<file path="src/rtl/urv_writeback_if.sv">
// -----------------------------------------------------------------------------
// urv_writeback_if
// Bundles the X/W pipeline inputs, data-memory completion, stall handshake and
// register-file write port of the uRV writeback stage.
//   slave  : the writeback stage (consumes x_*/dm_*/w_stall_i, drives rf_*/stall)
//   master : the surrounding pipeline / memory side
// -----------------------------------------------------------------------------
interface urv_writeback_if;
    // Stall handshake
    logic        w_stall_i;
    logic        w_stall_req_o;
    // X/W pipeline register outputs
    logic        x_valid_i;
    logic [2:0]  x_fun_i;
    logic        x_load_i;
    logic        x_store_i;
    logic [4:0]  x_rd_i;
    logic        x_rd_write_i;
    logic [1:0]  x_rd_source_i;
    logic [31:0] x_rd_value_i;
    logic [31:0] x_shifter_value_i;
    logic [31:0] x_multiply_value_i;
    logic [31:0] x_dm_addr_i;
    // Data memory completion
    logic [31:0] dm_data_l_i;
    logic        dm_load_done_i;
    logic        dm_store_done_i;
    // Register-file write port
    logic [4:0]  rf_rd_o;
    logic [31:0] rf_rd_value_o;
    logic        rf_rd_write_o;

    modport slave (
        input  w_stall_i,
        output w_stall_req_o,
        input  x_valid_i, x_fun_i, x_load_i, x_store_i, x_rd_i, x_rd_write_i,
        input  x_rd_source_i, x_rd_value_i, x_shifter_value_i, x_multiply_value_i,
        input  x_dm_addr_i,
        input  dm_data_l_i, dm_load_done_i, dm_store_done_i,
        output rf_rd_o, rf_rd_value_o, rf_rd_write_o
    );

    modport master (
        output w_stall_i,
        input  w_stall_req_o,
        output x_valid_i, x_fun_i, x_load_i, x_store_i, x_rd_i, x_rd_write_i,
        output x_rd_source_i, x_rd_value_i, x_shifter_value_i, x_multiply_value_i,
        output x_dm_addr_i,
        output dm_data_l_i, dm_load_done_i, dm_store_done_i,
        input  rf_rd_o, rf_rd_value_o, rf_rd_write_o
    );
endinterface

</file>
<file path="src/rtl/urv_writeback.sv">
// -----------------------------------------------------------------------------
// urv_writeback
// Writeback stage of the uRV pipeline. Waits for data-memory completion of
// loads/stores (requesting a stall meanwhile), extracts and extends load data,
// selects the destination value and drives a registered register-file write.
// Ports:
//   clk_i   : clock
//   rst_n_i : asynchronous active-low reset
//   wb      : urv_writeback_if.slave (pipeline inputs, stall handshake, rf port)
// -----------------------------------------------------------------------------
module urv_writeback (
    input  logic            clk_i,
    input  logic            rst_n_i,
    urv_writeback_if.slave  wb
);

    typedef enum logic [1:0] {StIdle, StWait, StHeld} state_e;

    state_e      r_state;
    state_e      w_state_next;
    logic [31:0] r_ld_buf;
    logic [4:0]  r_rf_rd;
    logic [31:0] r_rf_rd_value;
    logic        r_rf_rd_write;

    logic        w_mem_op;
    logic        w_done_now;
    logic        w_held;
    logic        w_done_eff;
    logic        w_stall_req;
    logic        w_complete;
    logic        w_ld_capture;
    logic [31:0] w_ld_word;
    logic [7:0]  w_ld_byte;
    logic [15:0] w_ld_half;
    logic [31:0] w_ld_value;
    logic [31:0] w_rd_value;
    logic        w_unused_addr;

    assign w_mem_op    = wb.x_valid_i & (wb.x_load_i | wb.x_store_i);
    assign w_done_now  = (wb.x_load_i & wb.dm_load_done_i) | (wb.x_store_i & wb.dm_store_done_i);
    assign w_held      = (r_state == StHeld);
    // Once HELD, completion is already recorded even though the pulse is gone.
    assign w_done_eff  = w_done_now | w_held;
    assign w_stall_req = w_mem_op & ~w_done_eff;
    assign w_complete  = wb.x_valid_i & ~wb.w_stall_i & ~w_stall_req;

    assign wb.w_stall_req_o = w_stall_req;

    // Only the low address bits select bytes/halves.
    assign w_unused_addr = ^wb.x_dm_addr_i[31:2];

    always_comb begin
        w_state_next = r_state;
        unique case (r_state)
            StIdle: begin
                if (w_mem_op) begin
                    if (!w_done_now) begin
                        w_state_next = StWait;
                    end else if (wb.w_stall_i) begin
                        w_state_next = StHeld;
                    end
                end
            end
            StWait: begin
                if (w_mem_op && w_done_now) begin
                    w_state_next = wb.w_stall_i ? StHeld : StIdle;
                end
            end
            StHeld: begin
                if (w_complete) begin
                    w_state_next = StIdle;
                end
            end
            default: w_state_next = StIdle;
        endcase
    end

    // Load data must be captured on the completion pulse if the pipeline is
    // frozen, since dm_data_l_i is only valid during that pulse.
    assign w_ld_capture = wb.x_load_i & (w_state_next == StHeld) & ~w_held;

    assign w_ld_word = w_held ? r_ld_buf : wb.dm_data_l_i;

    always_comb begin
        w_ld_byte = w_ld_word[7:0];
        case (wb.x_dm_addr_i[1:0])
            2'd0:    w_ld_byte = w_ld_word[7:0];
            2'd1:    w_ld_byte = w_ld_word[15:8];
            2'd2:    w_ld_byte = w_ld_word[23:16];
            default: w_ld_byte = w_ld_word[31:24];
        endcase
    end

    assign w_ld_half = wb.x_dm_addr_i[1] ? w_ld_word[31:16] : w_ld_word[15:0];

    always_comb begin
        w_ld_value = w_ld_word;
        case (wb.x_fun_i)
            3'b000:  w_ld_value = {{24{w_ld_byte[7]}}, w_ld_byte};
            3'b001:  w_ld_value = {{16{w_ld_half[15]}}, w_ld_half};
            3'b100:  w_ld_value = {24'd0, w_ld_byte};
            3'b101:  w_ld_value = {16'd0, w_ld_half};
            default: w_ld_value = w_ld_word;
        endcase
    end

    always_comb begin
        w_rd_value = wb.x_rd_value_i;
        if (wb.x_load_i) begin
            w_rd_value = w_ld_value;
        end else begin
            case (wb.x_rd_source_i)
                2'd1:    w_rd_value = wb.x_shifter_value_i;
                2'd2:    w_rd_value = wb.x_multiply_value_i;
                default: w_rd_value = wb.x_rd_value_i;
            endcase
        end
    end

    always_ff @(posedge clk_i or negedge rst_n_i) begin
        if (!rst_n_i) begin
            r_state  <= StIdle;
            r_ld_buf <= 32'd0;
        end else begin
            r_state <= w_state_next;
            if (w_ld_capture) begin
                r_ld_buf <= wb.dm_data_l_i;
            end
        end
    end

    always_ff @(posedge clk_i or negedge rst_n_i) begin
        if (!rst_n_i) begin
            r_rf_rd       <= 5'd0;
            r_rf_rd_value <= 32'd0;
            r_rf_rd_write <= 1'b0;
        end else begin
            r_rf_rd_write <= 1'b0;
            if (w_complete) begin
                r_rf_rd       <= wb.x_rd_i;
                r_rf_rd_value <= w_rd_value;
                r_rf_rd_write <= wb.x_rd_write_i & ~wb.x_store_i & (wb.x_rd_i != 5'd0);
            end
        end
    end

    assign wb.rf_rd_o       = r_rf_rd;
    assign wb.rf_rd_value_o = r_rf_rd_value;
    assign wb.rf_rd_write_o = r_rf_rd_write;

endmodule
</file>
<file path="src/flat_wrapper.sv">
// flat-port wrapper written by rule: the top's interface ports become plain ports
module urv_writeback_flat 
  (clk_i, rst_n_i, wb_w_stall_i, wb_w_stall_req_o, wb_x_valid_i, wb_x_fun_i, wb_x_load_i, wb_x_store_i, wb_x_rd_i, wb_x_rd_write_i, wb_x_rd_source_i, wb_x_rd_value_i, wb_x_shifter_value_i, wb_x_multiply_value_i, wb_x_dm_addr_i, wb_dm_data_l_i, wb_dm_load_done_i, wb_dm_store_done_i, wb_rf_rd_o, wb_rf_rd_value_o, wb_rf_rd_write_o);
  urv_writeback_if wb_i ();
  input  logic clk_i;
  input  logic rst_n_i;
  input wire logic [$bits(wb_i.w_stall_i)-1:0] wb_w_stall_i;
  output wire logic [$bits(wb_i.w_stall_req_o)-1:0] wb_w_stall_req_o;
  input wire logic [$bits(wb_i.x_valid_i)-1:0] wb_x_valid_i;
  input wire logic [$bits(wb_i.x_fun_i)-1:0] wb_x_fun_i;
  input wire logic [$bits(wb_i.x_load_i)-1:0] wb_x_load_i;
  input wire logic [$bits(wb_i.x_store_i)-1:0] wb_x_store_i;
  input wire logic [$bits(wb_i.x_rd_i)-1:0] wb_x_rd_i;
  input wire logic [$bits(wb_i.x_rd_write_i)-1:0] wb_x_rd_write_i;
  input wire logic [$bits(wb_i.x_rd_source_i)-1:0] wb_x_rd_source_i;
  input wire logic [$bits(wb_i.x_rd_value_i)-1:0] wb_x_rd_value_i;
  input wire logic [$bits(wb_i.x_shifter_value_i)-1:0] wb_x_shifter_value_i;
  input wire logic [$bits(wb_i.x_multiply_value_i)-1:0] wb_x_multiply_value_i;
  input wire logic [$bits(wb_i.x_dm_addr_i)-1:0] wb_x_dm_addr_i;
  input wire logic [$bits(wb_i.dm_data_l_i)-1:0] wb_dm_data_l_i;
  input wire logic [$bits(wb_i.dm_load_done_i)-1:0] wb_dm_load_done_i;
  input wire logic [$bits(wb_i.dm_store_done_i)-1:0] wb_dm_store_done_i;
  output wire logic [$bits(wb_i.rf_rd_o)-1:0] wb_rf_rd_o;
  output wire logic [$bits(wb_i.rf_rd_value_o)-1:0] wb_rf_rd_value_o;
  output wire logic [$bits(wb_i.rf_rd_write_o)-1:0] wb_rf_rd_write_o;
  assign wb_i.w_stall_i = wb_w_stall_i;
  assign wb_w_stall_req_o = wb_i.w_stall_req_o;
  assign wb_i.x_valid_i = wb_x_valid_i;
  assign wb_i.x_fun_i = wb_x_fun_i;
  assign wb_i.x_load_i = wb_x_load_i;
  assign wb_i.x_store_i = wb_x_store_i;
  assign wb_i.x_rd_i = wb_x_rd_i;
  assign wb_i.x_rd_write_i = wb_x_rd_write_i;
  assign wb_i.x_rd_source_i = wb_x_rd_source_i;
  assign wb_i.x_rd_value_i = wb_x_rd_value_i;
  assign wb_i.x_shifter_value_i = wb_x_shifter_value_i;
  assign wb_i.x_multiply_value_i = wb_x_multiply_value_i;
  assign wb_i.x_dm_addr_i = wb_x_dm_addr_i;
  assign wb_i.dm_data_l_i = wb_dm_data_l_i;
  assign wb_i.dm_load_done_i = wb_dm_load_done_i;
  assign wb_i.dm_store_done_i = wb_dm_store_done_i;
  assign wb_rf_rd_o = wb_i.rf_rd_o;
  assign wb_rf_rd_value_o = wb_i.rf_rd_value_o;
  assign wb_rf_rd_write_o = wb_i.rf_rd_write_o;
  urv_writeback u_core (.clk_i(clk_i), .rst_n_i(rst_n_i), .wb(wb_i));
endmodule
</file>
<file path="config.mk">
export PLATFORM = sky130hd
export DESIGN_NAME = urv_writeback_flat
export DESIGN_NICKNAME = d
export VERILOG_FILES = /design/src/rtl/urv_writeback_if.sv /design/src/rtl/urv_writeback.sv /design/src/flat_wrapper.sv
export SDC_FILE = /design/constraint.sdc
export NUM_CORES = 1
export LEC_CHECK = 0
export CAP_MARGIN = 20
export CORE_ASPECT_RATIO = 0.5
export CORE_MARGIN = 10
export CORE_UTILIZATION = 30
export CTS_CLUSTER_DIAMETER = 200
export DETAILED_ROUTE_END_ITERATION = 6
export GPL_TIMING_DRIVEN = 0
export PLACE_DENSITY_LB_ADDON = 0.12
export SETUP_SLACK_MARGIN = 0.2
export SLEW_MARGIN = 20
export SYNTH_ARGS = -nofsm -noshare
export SYNTH_HDL_FRONTEND = slang
export SYNTH_SLANG_ARGS = --single-unit
</file>
<file path="constraint.sdc">
create_clock -name clk_i -period 5.2 [get_ports clk_i]
set_input_delay 1.04 -clock clk_i [delete_from_list [all_inputs] [get_ports clk_i]]
set_output_delay 1.04 -clock clk_i [all_outputs]
set_load 0.05 [all_outputs]
</file>
==> results.sh <==
export IMPL_fin_skew_ns=0.005648
export IMPL_cts_setup_buffers=0
export IMPL_instances_no_fill=891
export IMPL_n_fill_cell=1446
export IMPL_place_congestion=0.8737
export IMPL_fin_nets=869
export IMPL_drt_iter0_markers=491
export IMPL_drive_gt1_frac=0.1255
export IMPL_ys_warn_count=0
export IMPL_multi_input_area_sq_um=2591
export IMPL_post_route_drc_count=0
export IMPL_synth_top_cell_by_area="dfrtp_1"
export IMPL_io_buffers=187
export IMPL_rsz0062_at_grt="no"
export IMPL_synthArstFlopShare=1.000
export IMPL_vias=4729
export IMPL_cts_buffer_depth=2
export IMPL_antenna_found_initial=0
export IMPL_synth_edff_count=0
export IMPL_area_delta_synth_final_pct=53.58
export IMPL_rr_startpoint="u_core.r_state[1]"
export IMPL_slew_viol_final=0
export IMPL_hold_viol_final=0
export IMPL_die_area_sq_um=20970
export IMPL_die_y_microns=107.5
export IMPL_drt_vias_per_instance=5.308
export IMPL_pwr_density_cell_nw_per_um2=350.2
export IMPL_crit_end="wb_w_stall_req_o"
export IMPL_end_kind="output port"
export IMPL_wl_per_cell_microns=22.86
export IMPL_cpPeakStageDelay_ns=0.82
export IMPL_yosysSeqAreaShare=0.3921
export IMPL_clk_insertion_delay_late_ns=0.34
export IMPL_crit_required_ns=4.16
export IMPL_tritoncts="done"
export IMPL_synth_fp_nets=670
export IMPL_rr_worst_depth=6
export IMPL_dieWidth_microns=195.0
export IMPL_design_area_sq_um=7058
export IMPL_worstPathArrival_ns=3.61
export IMPL_synth_main_ff_cell="dfrtp_1"
export IMPL_grt_use_total=0.1892
export IMPL_r2r_end="u_core.wb.rf_rd_value_o[27]"
export IMPL_setup_viol=0
export IMPL_worstSetupPathType="input port to output port"
export IMPL_firstDrtPassIters=6
export IMPL_yosys_cell_types_count=42
export IMPL_status="complete, no violations"
export IMPL_finalCriticalPeriod_ns=4.649
export IMPL_vdd_drop_max_v=0.0001390
export IMPL_cp_start_kind="input port"
export IMPL_place_inst=875
export IMPL_register_area_sq_um=1802
export IMPL_path_cells="clkdlybuf4s50_1 -> buf_2 -> clkbuf_2 -> o21ai_0 -> or2_2 -> nor2_1 -> clkdlybuf4s50_1"
export IMPL_ios=218
export IMPL_crit_slowest_cell="clkdlybuf4s50_1"
export IMPL_power_static_leakage_nw=2.738
export IMPL_cts_buffers=9
export IMPL_avgSynthCellArea_sq_um=9.398
export IMPL_max_clock_freq_mhz=215.1
export IMPL_grt_pass1_vias=4767
export IMPL_timing_final_crit_share=0.8940
export IMPL_synthesis_instances=489
export IMPL_yosys_top_cells_area="dfrtp_1 (39%), mux2_2 (11%), nand2_1 (6.2%)"
export IMPL_grt_pass1_wl_microns=30570
export IMPL_crit_fanout=10
export IMPL_antenna_left=0
export IMPL_dp_hpwl_microns=16370
export IMPL_finalWirelength_microns=20370
export IMPL_cpMostUsedCell="clkdlybuf4s50_1"
export IMPL_reg2reg_slack_ns=2.71
export IMPL_synth_top_cells_by_count="nand2_1 (76), dfrtp_1 (72), mux2_2 (44)"
export IMPL_grt_max_degree=47
export IMPL_slew_headroom=0.4304
export IMPL_cts_sinks=72
export IMPL_yosysMostFrequentCell="nand2_1"
export IMPL_initial_core_util=0.3118
export IMPL_synth_top_area_frac=0.3921
export IMPL_netlist_area_sq_um=4596
export IMPL_cts_root_buf="clkbuf_16"
export IMPL_fp_row_count=31
export IMPL_min_path_type="flop to flop"
export IMPL_core_sq_um=14740
export IMPL_tns_ns=0
export IMPL_placed_cell_area_sq_um=6745
export IMPL_clk_pin_slew_ns=0.06
export IMPL_grt_overflow=0
export IMPL_maxCapViolCount=0
export IMPL_ys_ff_latch=72
export IMPL_timing_critical_path_from="wb_x_load_i"
export IMPL_cts_max_level=3
export IMPL_worst_pin_slew_ns=0.8479
export IMPL_num_antenna_cells=0
==> cell usage in the layout (no fill, tap or decap), types with 18 or more instances in the layout <==
master / count
o21ai_0: 18
nor2_1: 43
mux2_2: 44
a22oi_1: 24
nand2_1: 76
dfrtp_1: 72
clkbuf_1: 32
a21oi_1: 18
clkdlybuf4s50_1: 186
a211oi_1: 18
==> timing repair <==
action                                  4_1_cts  5_1_grt
resized for setup                             0        2
endpoints found under the setup margin        0        1
hold buffers                                  0        0
==> worst min path at each step <==
stage                                from  cells after the start  slack [ns]                          to
2_1_floorplan           u_core.r_state[1]                      1        0.45           u_core.r_state[0]
3_3_place_gp   u_core.wb.rf_rd_value_o[7]                      1        0.48  u_core.wb.rf_rd_value_o[7]
3_5_place_dp   u_core.wb.rf_rd_value_o[8]                      1        0.48  u_core.wb.rf_rd_value_o[8]
4_1_cts        u_core.wb.rf_rd_value_o[8]                      1        0.49  u_core.wb.rf_rd_value_o[8]
5_1_grt        u_core.wb.rf_rd_value_o[9]                      1        0.51  u_core.wb.rf_rd_value_o[9]
6_report       u_core.wb.rf_rd_value_o[8]                      1        0.49  u_core.wb.rf_rd_value_o[8]
==> final cells by class <==
cell class	count	share of cell area
multi-input combinational	368	0.3671
timing repair buffer	188	0.2687
sequential	72	0.2553
tap	198	0.03510
clock buffer	10	0.03386
buffer	43	0.02641
clock inverter	6	0.01028
inverter	6	0.003191
==> power by group <==
part	switching (mW)	total, mW	internal [mW]
sequential	0.0902	0.803	0.713
combinational	0.583	1.00	0.420
clock	0.273	0.665	0.392
total	0.946	2.47	1.53
==> per-stage QoR <==
stage	hold slack (ns)	power [mW]	setup slack, ns	utilization
6_report	0.4894	2.471	0.5510	0.4789
5_1_grt	0.5064	2.590	0.3707	0.4789
4_1_cts	0.4942	2.492	0.2882	0.4788
3_5_place_dp	0.4751	1.820	0.3050	0.4576
3_3_place_gp	0.4754	1.805	0.2824	0.4556
2_1_floorplan	0.4516	1.384	1.628	-
==> cells by family after synthesis <==
family          share of synthesized area
fa+ha+maj                        0.005444
mux                                0.1666
flops                              0.3921
simple gates                       0.1481
compound gates                     0.2426
buf+inv                           0.04519
==> sequential cells by signal, indices dropped and copies added (netlist names) <==
signal	cells
u_core.wb.rf_rd_o	5
u_core.r_state	2
u_core.wb.rf_rd_write_o	1
u_core.r_ld_buf	32
u_core.wb.rf_rd_value_o	32
==> critical path, delay by kind of cell <==
kind	cells	cell delay [ns]
and+or+nand+nor	2	0.42
AOI/OAI and AO/OA	1	0.18
buffers and inverters	4	1.96
==> metal layers <==
| layer | vias to the layer above | track usage | wire (microns) |
|---|---|---|---|
| met5 | - | 0 | 0 |
| met4 | 0 | 0.03196 | 125 |
| met3 | 10 | 0.05442 | 1665 |
| li1 | 2246 | - | - |
| met1 | 2283 | 0.2774 | 10030 |
| met2 | 190 | 0.2692 | 8546 |
Note: power is estimated with default switching activity, not from simulation.
